File: config.mk
export PLATFORM = sky130hd
export DESIGN_NAME = vxe_vpu_stor_eu
export DESIGN_NICKNAME = d
export VERILOG_FILES = /design/src/rtl/vxe_vpu_pkg.sv /design/src/rtl/vxe_vpu_stor_pack.sv /design/src/rtl/vxe_vpu_stor_eu.sv
export SDC_FILE = /design/constraint.sdc
export NUM_CORES = 1
export LEC_CHECK = 0
export ABC_AREA = 1
export CAP_MARGIN = 20
export CORE_UTILIZATION = 35
export DETAILED_ROUTE_END_ITERATION = 10
export GPL_TIMING_DRIVEN = 0
export PLACE_DENSITY_LB_ADDON = 0.05
export SLEW_MARGIN = 30
export SYNTH_ARGS = -nofsm -noshare
export SYNTH_HDL_FRONTEND = slang
export SYNTH_SLANG_ARGS = --single-unit
File: constraint.sdc
create_clock -name clk -period 3.7 [get_ports clk]
set_clock_uncertainty 0.15 [all_clocks]
set_input_delay 0.37 -clock clk [delete_from_list [all_inputs] [get_ports clk]]
set_output_delay 0.37 -clock clk [all_outputs]
set_load 0.01 [all_outputs]
File: src/rtl/vxe_vpu_pkg.sv
// Shared VxE VPU definitions: execution-unit state encodings, byte-enable
// lane constants and element/word address widths used by the load and store EUs.
package vxe_vpu_pkg;

  localparam int ELEM_W  = 32;
  localparam int WORD_W  = 64;
  localparam int BEN_W   = 8;
  localparam int ELEM_AW = 38;
  localparam int WORD_AW = 37;
  localparam int LEN_W   = 20;

  localparam logic [BEN_W-1:0] BEN_LO = 8'h0F;
  localparam logic [BEN_W-1:0] BEN_HI = 8'hF0;

  typedef enum logic [2:0] {
    ST_IDLE  = 3'd0,
    ST_FETCH = 3'd1,
    ST_WAITD = 3'd2,
    ST_SEND  = 3'd3,
    ST_DRAIN = 3'd4
  } stor_st_e;

endpackage

File: src/rtl/vxe_vpu_stor_pack.sv
// Store EU pack register: assembles two 32-bit elements into one 64-bit
// memory word with byte enables; exposes a word-complete flag.
module vxe_vpu_stor_pack
  import vxe_vpu_pkg::*;
(
  input  logic              clk,
  input  logic              nrst,
  input  logic              clr,
  input  logic              ins,
  input  logic              hi,
  input  logic [ELEM_W-1:0] din,
  output logic [WORD_W-1:0] data,
  output logic [BEN_W-1:0]  ben,
  output logic              cmpl
);

  always_ff @(posedge clk or negedge nrst) begin
    if (!nrst) begin
      data <= '0;
      ben  <= '0;
    end else if (clr) begin
      data <= '0;
      ben  <= '0;
    end else if (ins) begin
      if (hi) begin
        data[WORD_W-1:ELEM_W] <= din;
        ben                   <= ben | BEN_HI;
      end else begin
        data[ELEM_W-1:0] <= din;
        ben              <= ben | BEN_LO;
      end
    end
  end

  // The word is complete once its high lane is written, including this cycle's insert.
  assign cmpl = ben[BEN_W-1] | (ins & hi);

endmodule

File: src/rtl/vxe_vpu_stor_eu.sv
// VxE VPU store execution unit: reads elements from the thread RF, packs them
// into 64-bit words and issues memory writes. Option: VXE_VPU_STOR_EU_WRRESP_EN.
module vxe_vpu_stor_eu
  import vxe_vpu_pkg::*;
#(
  parameter int OUTST_MAX = 8
)
(
  input  logic               clk,
  input  logic               nrst,
  input  logic               i_start,
  output logic               o_busy,
  input  logic [ELEM_AW-1:0] i_addr,
  input  logic [LEN_W-1:0]   i_len,
  output logic               o_rf_rd,
  output logic [LEN_W-1:0]   o_rf_idx,
  input  logic [ELEM_W-1:0]  i_rf_data,
  input  logic               i_rf_vld,
  output logic               o_mem_req,
  output logic [WORD_AW-1:0] o_mem_addr,
  output logic [WORD_W-1:0]  o_mem_data,
  output logic [BEN_W-1:0]   o_mem_ben,
  input  logic               i_mem_rdy,
  input  logic               i_mem_ack
);

  stor_st_e           st_q, st_nxt;
  logic [ELEM_AW-1:0] addr_q, addr_nxt;
  logic [LEN_W-1:0]   len_q, len_nxt;
  logic [LEN_W-1:0]   cnt_q, cnt_nxt, cnt_inc;
  logic               busy_nxt, rd_nxt, req_nxt;
  logic [LEN_W-1:0]   idx_nxt;
  logic [WORD_AW-1:0] maddr_nxt;
  logic               pk_clr, pk_ins, pk_cmpl;
  logic               accept, can_fetch, drain_done;

  assign accept  = o_mem_req & i_mem_rdy;
  assign cnt_inc = cnt_q + 1'b1;

`ifdef VXE_VPU_STOR_EU_WRRESP_EN
  localparam int OW = $clog2(OUTST_MAX) + 1;
  localparam logic [OW-1:0] OMAX = OW'(OUTST_MAX);

  logic [OW-1:0] outst_q, outst_nxt;
  logic          ack_eff;

  // An ack with nothing outstanding (e.g. a straggler after reset) is dropped.
  assign ack_eff = i_mem_ack & (outst_q != '0);

  always_comb begin
    outst_nxt = outst_q;
    unique case ({accept, ack_eff})
      2'b10:   outst_nxt = outst_q + 1'b1;
      2'b01:   outst_nxt = outst_q - 1'b1;
      default: outst_nxt = outst_q;
    endcase
  end

  always_ff @(posedge clk or negedge nrst) begin
    if (!nrst) outst_q <= '0;
    else       outst_q <= outst_nxt;
  end

  assign can_fetch  = (outst_q < OMAX);
  assign drain_done = (outst_nxt == '0);
`else
  logic unused_ack;
  assign unused_ack = i_mem_ack;
  assign can_fetch  = 1'b1;
  assign drain_done = 1'b1;
`endif

  vxe_vpu_stor_pack u_pack (
    .clk  (clk),
    .nrst (nrst),
    .clr  (pk_clr),
    .ins  (pk_ins),
    .hi   (addr_q[0]),
    .din  (i_rf_data),
    .data (o_mem_data),
    .ben  (o_mem_ben),
    .cmpl (pk_cmpl)
  );

  always_comb begin
    st_nxt    = st_q;
    addr_nxt  = addr_q;
    len_nxt   = len_q;
    cnt_nxt   = cnt_q;
    busy_nxt  = o_busy;
    rd_nxt    = 1'b0;
    idx_nxt   = o_rf_idx;
    req_nxt   = o_mem_req;
    maddr_nxt = o_mem_addr;
    pk_clr    = 1'b0;
    pk_ins    = 1'b0;
    unique case (st_q)
      ST_IDLE: begin
        if (i_start) begin
          addr_nxt = i_addr;
          len_nxt  = i_len;
          cnt_nxt  = '0;
          pk_clr   = 1'b1;
          busy_nxt = 1'b1;
          st_nxt   = (i_len == '0) ? ST_DRAIN : ST_FETCH;
        end
      end
      ST_FETCH: begin
        if (can_fetch) begin
          rd_nxt  = 1'b1;
          idx_nxt = cnt_q;
          st_nxt  = ST_WAITD;
        end
      end
      ST_WAITD: begin
        if (i_rf_vld) begin
          pk_ins   = 1'b1;
          cnt_nxt  = cnt_inc;
          addr_nxt = addr_q + 1'b1;
          if (pk_cmpl || (cnt_inc == len_q)) begin
            req_nxt   = 1'b1;
            maddr_nxt = addr_q[ELEM_AW-1:1];
            st_nxt    = ST_SEND;
          end else begin
            st_nxt = ST_FETCH;
          end
        end
      end
      ST_SEND: begin
        if (accept) begin
          req_nxt = 1'b0;
          pk_clr  = 1'b1;
          st_nxt  = (cnt_q == len_q) ? ST_DRAIN : ST_FETCH;
        end
      end
      ST_DRAIN: begin
        if (drain_done) begin
          busy_nxt = 1'b0;
          st_nxt   = ST_IDLE;
        end
      end
      default: st_nxt = ST_IDLE;
    endcase
  end

  always_ff @(posedge clk or negedge nrst) begin
    if (!nrst) begin
      st_q       <= ST_IDLE;
      cnt_q      <= '0;
      o_busy     <= 1'b0;
      o_rf_rd    <= 1'b0;
      o_rf_idx   <= '0;
      o_mem_req  <= 1'b0;
      o_mem_addr <= '0;
    end else begin
      st_q       <= st_nxt;
      cnt_q      <= cnt_nxt;
      o_busy     <= busy_nxt;
      o_rf_rd    <= rd_nxt;
      o_rf_idx   <= idx_nxt;
      o_mem_req  <= req_nxt;
      o_mem_addr <= maddr_nxt;
    end
  end

  // Latched command operands are only meaningful while busy.
  always_ff @(posedge clk) begin
    addr_q <= addr_nxt;
    len_q  <= len_nxt;
  end

endmodule

==> flow_metrics.py, run 1 <==
metrics = {
    "outcome": {
        "outcome": "finished clean",
    },
    "setup_path": {
        "r2r-start": "st_q[1]",
        "start_kind": "flip-flop",
        "cpPeakStageDelay_ns": 0.60,
        "crit_start": "st_q[1]",
        "cp_cell_sequence": "nor3_1, inv_1, nor2_4, inv_1, nand2_1, inv_1, o21ai_2, buf_2, mux2_2",
        "worst_ep_required_time_ns": 3.94,
        "critPathMostFrequentCell": "inv_1",
        "slowest_stage": "nor2_4",
        "worstPathMaxFanout": 26,
        "path_class": "reg2reg",
        "crit_arrival_ns": 3.54,
        "cp-end-kind": "flip-flop",
    },
    "route": {
        "detail_route.wirelength_um": 29100,
        "vias": 8453,
        "drc_errors": 0,
        "drtAntennaViolNets": 0,
        "drt-initial-drc-count": 408,
        "first_pass_iters": 7,
        "detail_route.wl_per_cell_um": 16.1,
        "viasPerCell": 4.67,
    },
    "sta": {
        "rsz0062_at_grt": "false",
        "finalSetupViolations": 0,
        "fin_crit_sh_pct": 89.3,
        "fin_ws_ns": 0.395,
        "worst_pin_slew_ns": 0.871,
        "finalMaxSlewViolations": 0,
        "timing.final.crit_period_ns": 3.31,
        "fmax_mhz": 303,
        "tns_ns": 0,
        "slew_headroom_pct": 41.5,
        "finalHoldViolations": 0,
    },
    "yosys": {
        "yosysTopAreaCell": "dfrtp_1",
        "ys.flop_type": "dfrtp_1",
        "synthTopCellsByCount": "nand2_1, dfrtp_1, inv_1",
        "synth_area_leaders": "dfrtp_1, edfxtp_1, nand2_1",
        "post_synth_num_cell_types": 41,
        "yosysMostFrequentCell": "nand2_1",
        "yosys_warnings": 0,
        "yosysSeqAreaShare_pct": 54.2,
        "synthCells": 1156,
        "synth.top_cell.area_share_pct": 36.9,
        "avgSynthCellArea_um2": 8.74,
        "postSynthRegisterBits": 207,
        "syn_nets": 1254,
        "syn_area_um2": 10100,
        "synth_edf_count": 58,
        "ys_async_sr_fraction_pct": 72.0,
    },
    "power": {
        "p_leak_nw": 6.21,
        "power_density_nw_per_um2": 731,
        "ir_worst_vdd_v": 0.000345,
    },
    "clock_network": {
        "clk_root_buffer_cell": "clkbuf_16",
        "clk_pin_slew_worst_paths_ns": 0.06,
        "cts.sinks": 207,
        "cts_setup_buffers": 0,
        "insertion_delay_ns": 0.52,
        "htreeDepth": 1,
        "cts_tree": "yes",
        "clockBufferDepth": 3,
        "cts_buffers": 25,
    },
    "placed_design": {
        "dpl.cell_count": 1763,
        "port-buffer-count": 226,
        "dp_slack_ns": 0.276,
        "hpwl_um": 22000,
        "gp_congestion": 0.901,
    },
    "global_route": {
        "grt_first_pass_wirelength_um": 45600,
        "grt_pass1_vias": 8258,
        "antenna_found_initial": 1,
        "overflow": 0,
        "grt_max_degree": 67,
        "grt_usage_pct": 19.9,
    },
    "floorplanning": {
        "start_util_pct": 36.0,
        "die_area_um2": 29500,
        "fp.dieH_um": 172,
        "rows": 61,
        "die_w_um": 172,
        "core-area_um2": 28100,
        "ios": 228,
    },
    "cells_and_area": {
        "final_nets": 1511,
        "drive_gt1_share_pct": 8.04,
        "area_growth_pct": 36.6,
        "fin_cells": 1810,
    },
    "flow_run": {
        "cap_viol_max_count": 0,
    },
    "worst_hold_path": {
        "min_path_type": "in2async",
    },
}
worst paths after layout:
| path | slack, ns | depth (start not counted) | end |
|---|---|---|---|
| max in group asynchronous | 2.52 | 3 | o_mem_addr[29] |
| min in group clk | 0.28 | 1 | len_q[8] |
| hold / removal | 0.18 | 2 | o_rf_idx[18] |
| setup reg to reg | 0.39 | 9 | u_pack.data[9] |
| hold reg to reg | 0.31 | 2 | u_pack.data[34] |
| setup / recovery | 0.39 | 9 | u_pack.data[9] |
layer usage:
layer	vias up	global-route usage, %	wire length [um]	share of wire (%)
li1	4257	-	-	-
met1	3941	26.4	12900	44
met2	206	33.5	14100	49
met3	49	2.93	1360	4.7
met4	0	5.96	648	2.2
met5	-	0	0	0
flip-flops by register name (all words and copies together), names as in the netlist:
register     count
u_pack.data     64
addr_q          38
o_mem_addr      37
cnt_q           20
len_q           20
o_rf_idx        20
st_q             3
u_pack.ben       2
o_busy           1
o_mem_req        1
o_rf_rd          1
critical path: cells and delay by family (launching register included):
| kind | cells | cell delay, ns |
|---|---|---|
| flops | 1 | 0.41 |
| buf+inv | 4 | 0.88 |
| mux | 1 | 0.37 |
| compound gates | 1 | 0.15 |
| simple gates | 3 | 1.19 |
layout make-up:
cell class	count	area [um^2]
Fill cell	2839	14300
Sequential cell	207	5470
Multi-Input combinational cell	785	3960
Timing Repair Buffer	230	2350
Clock buffer	28	667
Tap cell	378	473
Inverter	116	435
Buffer	48	244
Clock inverter	17	194
Antenna cell	1	2.50
report_power, final:
group / leakage, nW / internal (mW) / switching (mW) / total, mW
combinational: 3.28 / 1.79 / 2.03 / 3.82
clock: 0.421 / 1.57 / 0.988 / 2.56
sequential: 2.50 / 3.21 / 0.505 / 3.71
total: 6.21 / 6.57 / 3.52 / 10.1
placed cells by master (no fill, tap or decap), drive strengths merged, types with 31 or more instances in the layout:
master	count
clkbuf	56
clkdlybuf4s50	225
dfrtp	149
edfxtp	58
inv	115
mux2	31
nand2	388
nand3	37
nand4	51
nor2	93
o21ai	48
xor2	44
cells by family (layout without fill, tap and decap cells):
group                    Yosys count  after routing  synth area share [%]
AND/OR/NAND/NOR                  615            615                  26.1
adder cells (fa/ha/maj)            2              2                 0.248
multiplexers                      31             31                  3.46
flip-flops                       207            207                  54.2
XOR/XNOR                          58             58                  5.03
buffers and inverters            164            439                  6.69
AO/OA/AOI/OAI                     79             79                  4.34
other                              0              1                     0
per-stage QoR:
step           power (mW)  cell area [um^2]  hold slack, ns  util (%)
2_1_floorplan        5.61             10100         -0.0756         -
3_3_place_gp         7.58             12800           0.303      45.7
3_5_place_dp         7.63             12900           0.135      46.0
4_1_cts              10.2             13800           0.171      49.1
5_1_grt              10.8             13800           0.207      49.1
6_report             10.1             13800           0.182      49.1
timing repair:
action	in CTS	in global routing
hold endpoints to repair	93	0
resized for setup	0	0
hold buffers	1	0
No activity file was read; power rests on OpenSTA's default activity.
==> run 2: changes to the inputs <==
- CORE_UTILIZATION: 35 -> 40
==> flow_metrics.py, run 2 (synthesis results as in run 1) <==
metrics = {
    "global_route": {
        "grt_max_degree": 76,
        "grt_pass1_vias": 8265,
        "antenna_found_initial": 1,
        "grt_first_pass_wirelength_um": 44800,
        "grt_usage_pct": 21.8,
        "overflow": 0,
    },
    "flow_run": {
        "cap_viol_max_count": 0,
    },
    "route": {
        "detail_route.wirelength_um": 28000,
        "drt-initial-drc-count": 539,
        "drc_errors": 0,
        "detail_route.wl_per_cell_um": 16.0,
        "viasPerCell": 4.82,
        "first_pass_iters": 5,
        "vias": 8446,
        "drtAntennaViolNets": 0,
    },
    "placed_design": {
        "gp_congestion": 0.881,
        "port-buffer-count": 226,
        "hpwl_um": 20700,
    },
    "power": {
        "ir_worst_vdd_v": 0.000428,
        "power_density_nw_per_um2": 731,
        "switchingPower_mw": 3.48,
        "comb_power_share_pct": 38.0,
        "p_leak_nw": 6.19,
        "p_seq_share_pct": 37.1,
        "netSwitchingFraction_pct": 34.7,
        "clockPowerShare_pct": 25.0,
        "intPower_mw": 6.53,
    },
    "floorplanning": {
        "start_util_pct": 41.2,
        "ios": 228,
        "rows": 57,
        "fp.dieH_um": 161,
        "core-area_um2": 24500,
        "die_w_um": 161,
        "die_area_um2": 25900,
    },
    "clock_network": {
        "clk_pin_slew_worst_paths_ns": 0.06,
        "clk_root_buffer_cell": "clkbuf_16",
        "clockBufferDepth": 3,
        "cts_buffers": 25,
        "htreeDepth": 1,
        "insertion_delay_ns": 0.52,
        "cts_tree": "yes",
        "cts_resized": 0,
        "cts.sinks": 207,
    },
    "sta": {
        "rsz0062_at_grt": "false",
        "timing.final.crit_period_ns": 3.36,
        "finalSetupViolations": 0,
        "slew_headroom_pct": 41.0,
        "finalHoldViolations": 0,
        "fin_crit_sh_pct": 90.7,
        "finalMaxSlewViolations": 0,
        "worst_pin_slew_ns": 0.878,
        "tns_ns": 0,
        "fmax_mhz": 298,
    },
    "setup_path": {
        "slowest_stage": "nor2_4",
        "path_class": "reg2reg",
        "cp_cell_sequence": "nor3_1, inv_1, nor2_4, inv_1, nand2_1, inv_1, o21ai_2, buf_2, mux2_2",
        "cp-end-kind": "flip-flop",
        "cpPeakStageDelay_ns": 0.59,
        "worstPathMaxFanout": 26,
        "start_kind": "flip-flop",
        "worst_ep_required_time_ns": 3.94,
        "crit_arrival_ns": 3.60,
        "critPathMostFrequentCell": "inv_1",
    },
    "outcome": {
        "outcome": "finished clean",
    },
    "cells_and_area": {
        "drive_gt1_share_pct": 7.70,
        "largest_reg_flops": 64,
        "final_nets": 1510,
        "post-route-util_pct": 55.8,
        "top_register": "u_pack.data",
        "final_cell_mix": "nand2_1, clkdlybuf4s50_1, dfrtp_1",
        "fillCellCount": 2306,
        "final_common_cell": "nand2_1",
        "area_growth_pct": 35.4,
        "reg.largest.list": "u_pack.data (64), addr_q (38), o_mem_addr (37)",
    },
    "worst_hold_path": {
        "min_path_type": "in2async",
    },
}
run 2: layer usage:
metal	routed length, um	GRT usage (%)
met3	1460	3.64
met1	12300	29.1
met4	715	6.17
met2	13600	36.6
met5	0	0
run 2: final timing paths:
path | from | endpoint | slack, ns | cells after the start
max in group asynchronous | nrst | u_pack.data[25] | 2.34 | 3
min in group clk | i_len[17] | len_q[17] | 0.28 | 1
hold reg to reg | o_mem_addr[15] | o_mem_addr[15] | 0.32 | 2
setup reg to reg | st_q[1] | u_pack.data[8] | 0.34 | 9
hold / removal | nrst | o_rf_idx[16] | 0.24 | 2
setup / recovery | st_q[1] | u_pack.data[8] | 0.34 | 9
run 2: what timing repair did:
item                                   in CTS  in global routing
endpoints found under the hold margin      74                  0
setup buffers                               0                  0
hold buffers                                1                  0
run 2: critical path: cells and delay by family, from the launching register on:
kind / cells / cell delay, ns
AND/OR/NAND/NOR: 3 / 1.23
flip-flops: 1 / 0.41
buffers and inverters: 4 / 0.92
multiplexers: 1 / 0.38
AO/OA/AOI/OAI: 1 / 0.15
run 2: cell type report:
class	count	area, um^2	share of cell area [%]
timing repair buffer	229	2320	17.0
sequential	207	5470	40.0
antenna	1	2.50	0.0183
multi-input combinational	785	3960	28.9
tap	324	405	2.96
inverter	116	435	3.18
buffer	48	244	1.78
clock buffer	37	752	5.50
clock inverter	7	91.3	0.668
run 2: power groups by stage:
stage	registers (mW)	logic (mW)	clock network, mW
detailed placement	3.74	3.83	0
finish	3.71	3.80	2.50
floorplan	3.91	1.70	0
global route	3.82	4.16	2.67
global placement	3.75	3.77	0
CTS	3.71	3.86	2.56
run 2: stage by stage:
stage	hold WS [ns]	cell area (um^2)	std cells	worst slack, ns	power, mW
3_5_place_dp	0.233	12800	1708	0.305	7.58
2_1_floorplan	-0.0756	10100	1156	0.311	5.61
5_1_grt	0.276	13700	1754	0.0264	10.6
6_report	0.244	13700	1754	0.343	10.0
3_3_place_gp	0.304	12800	1706	-4.47	7.53
4_1_cts	0.269	13700	1753	0.270	10.1
==> run 3: changes to the inputs <==
- SKIP_CTS_REPAIR_TIMING: not set -> 1
==> results of run 3 <==
The final DEF is identical to that of run 2; final timing and power are the same.
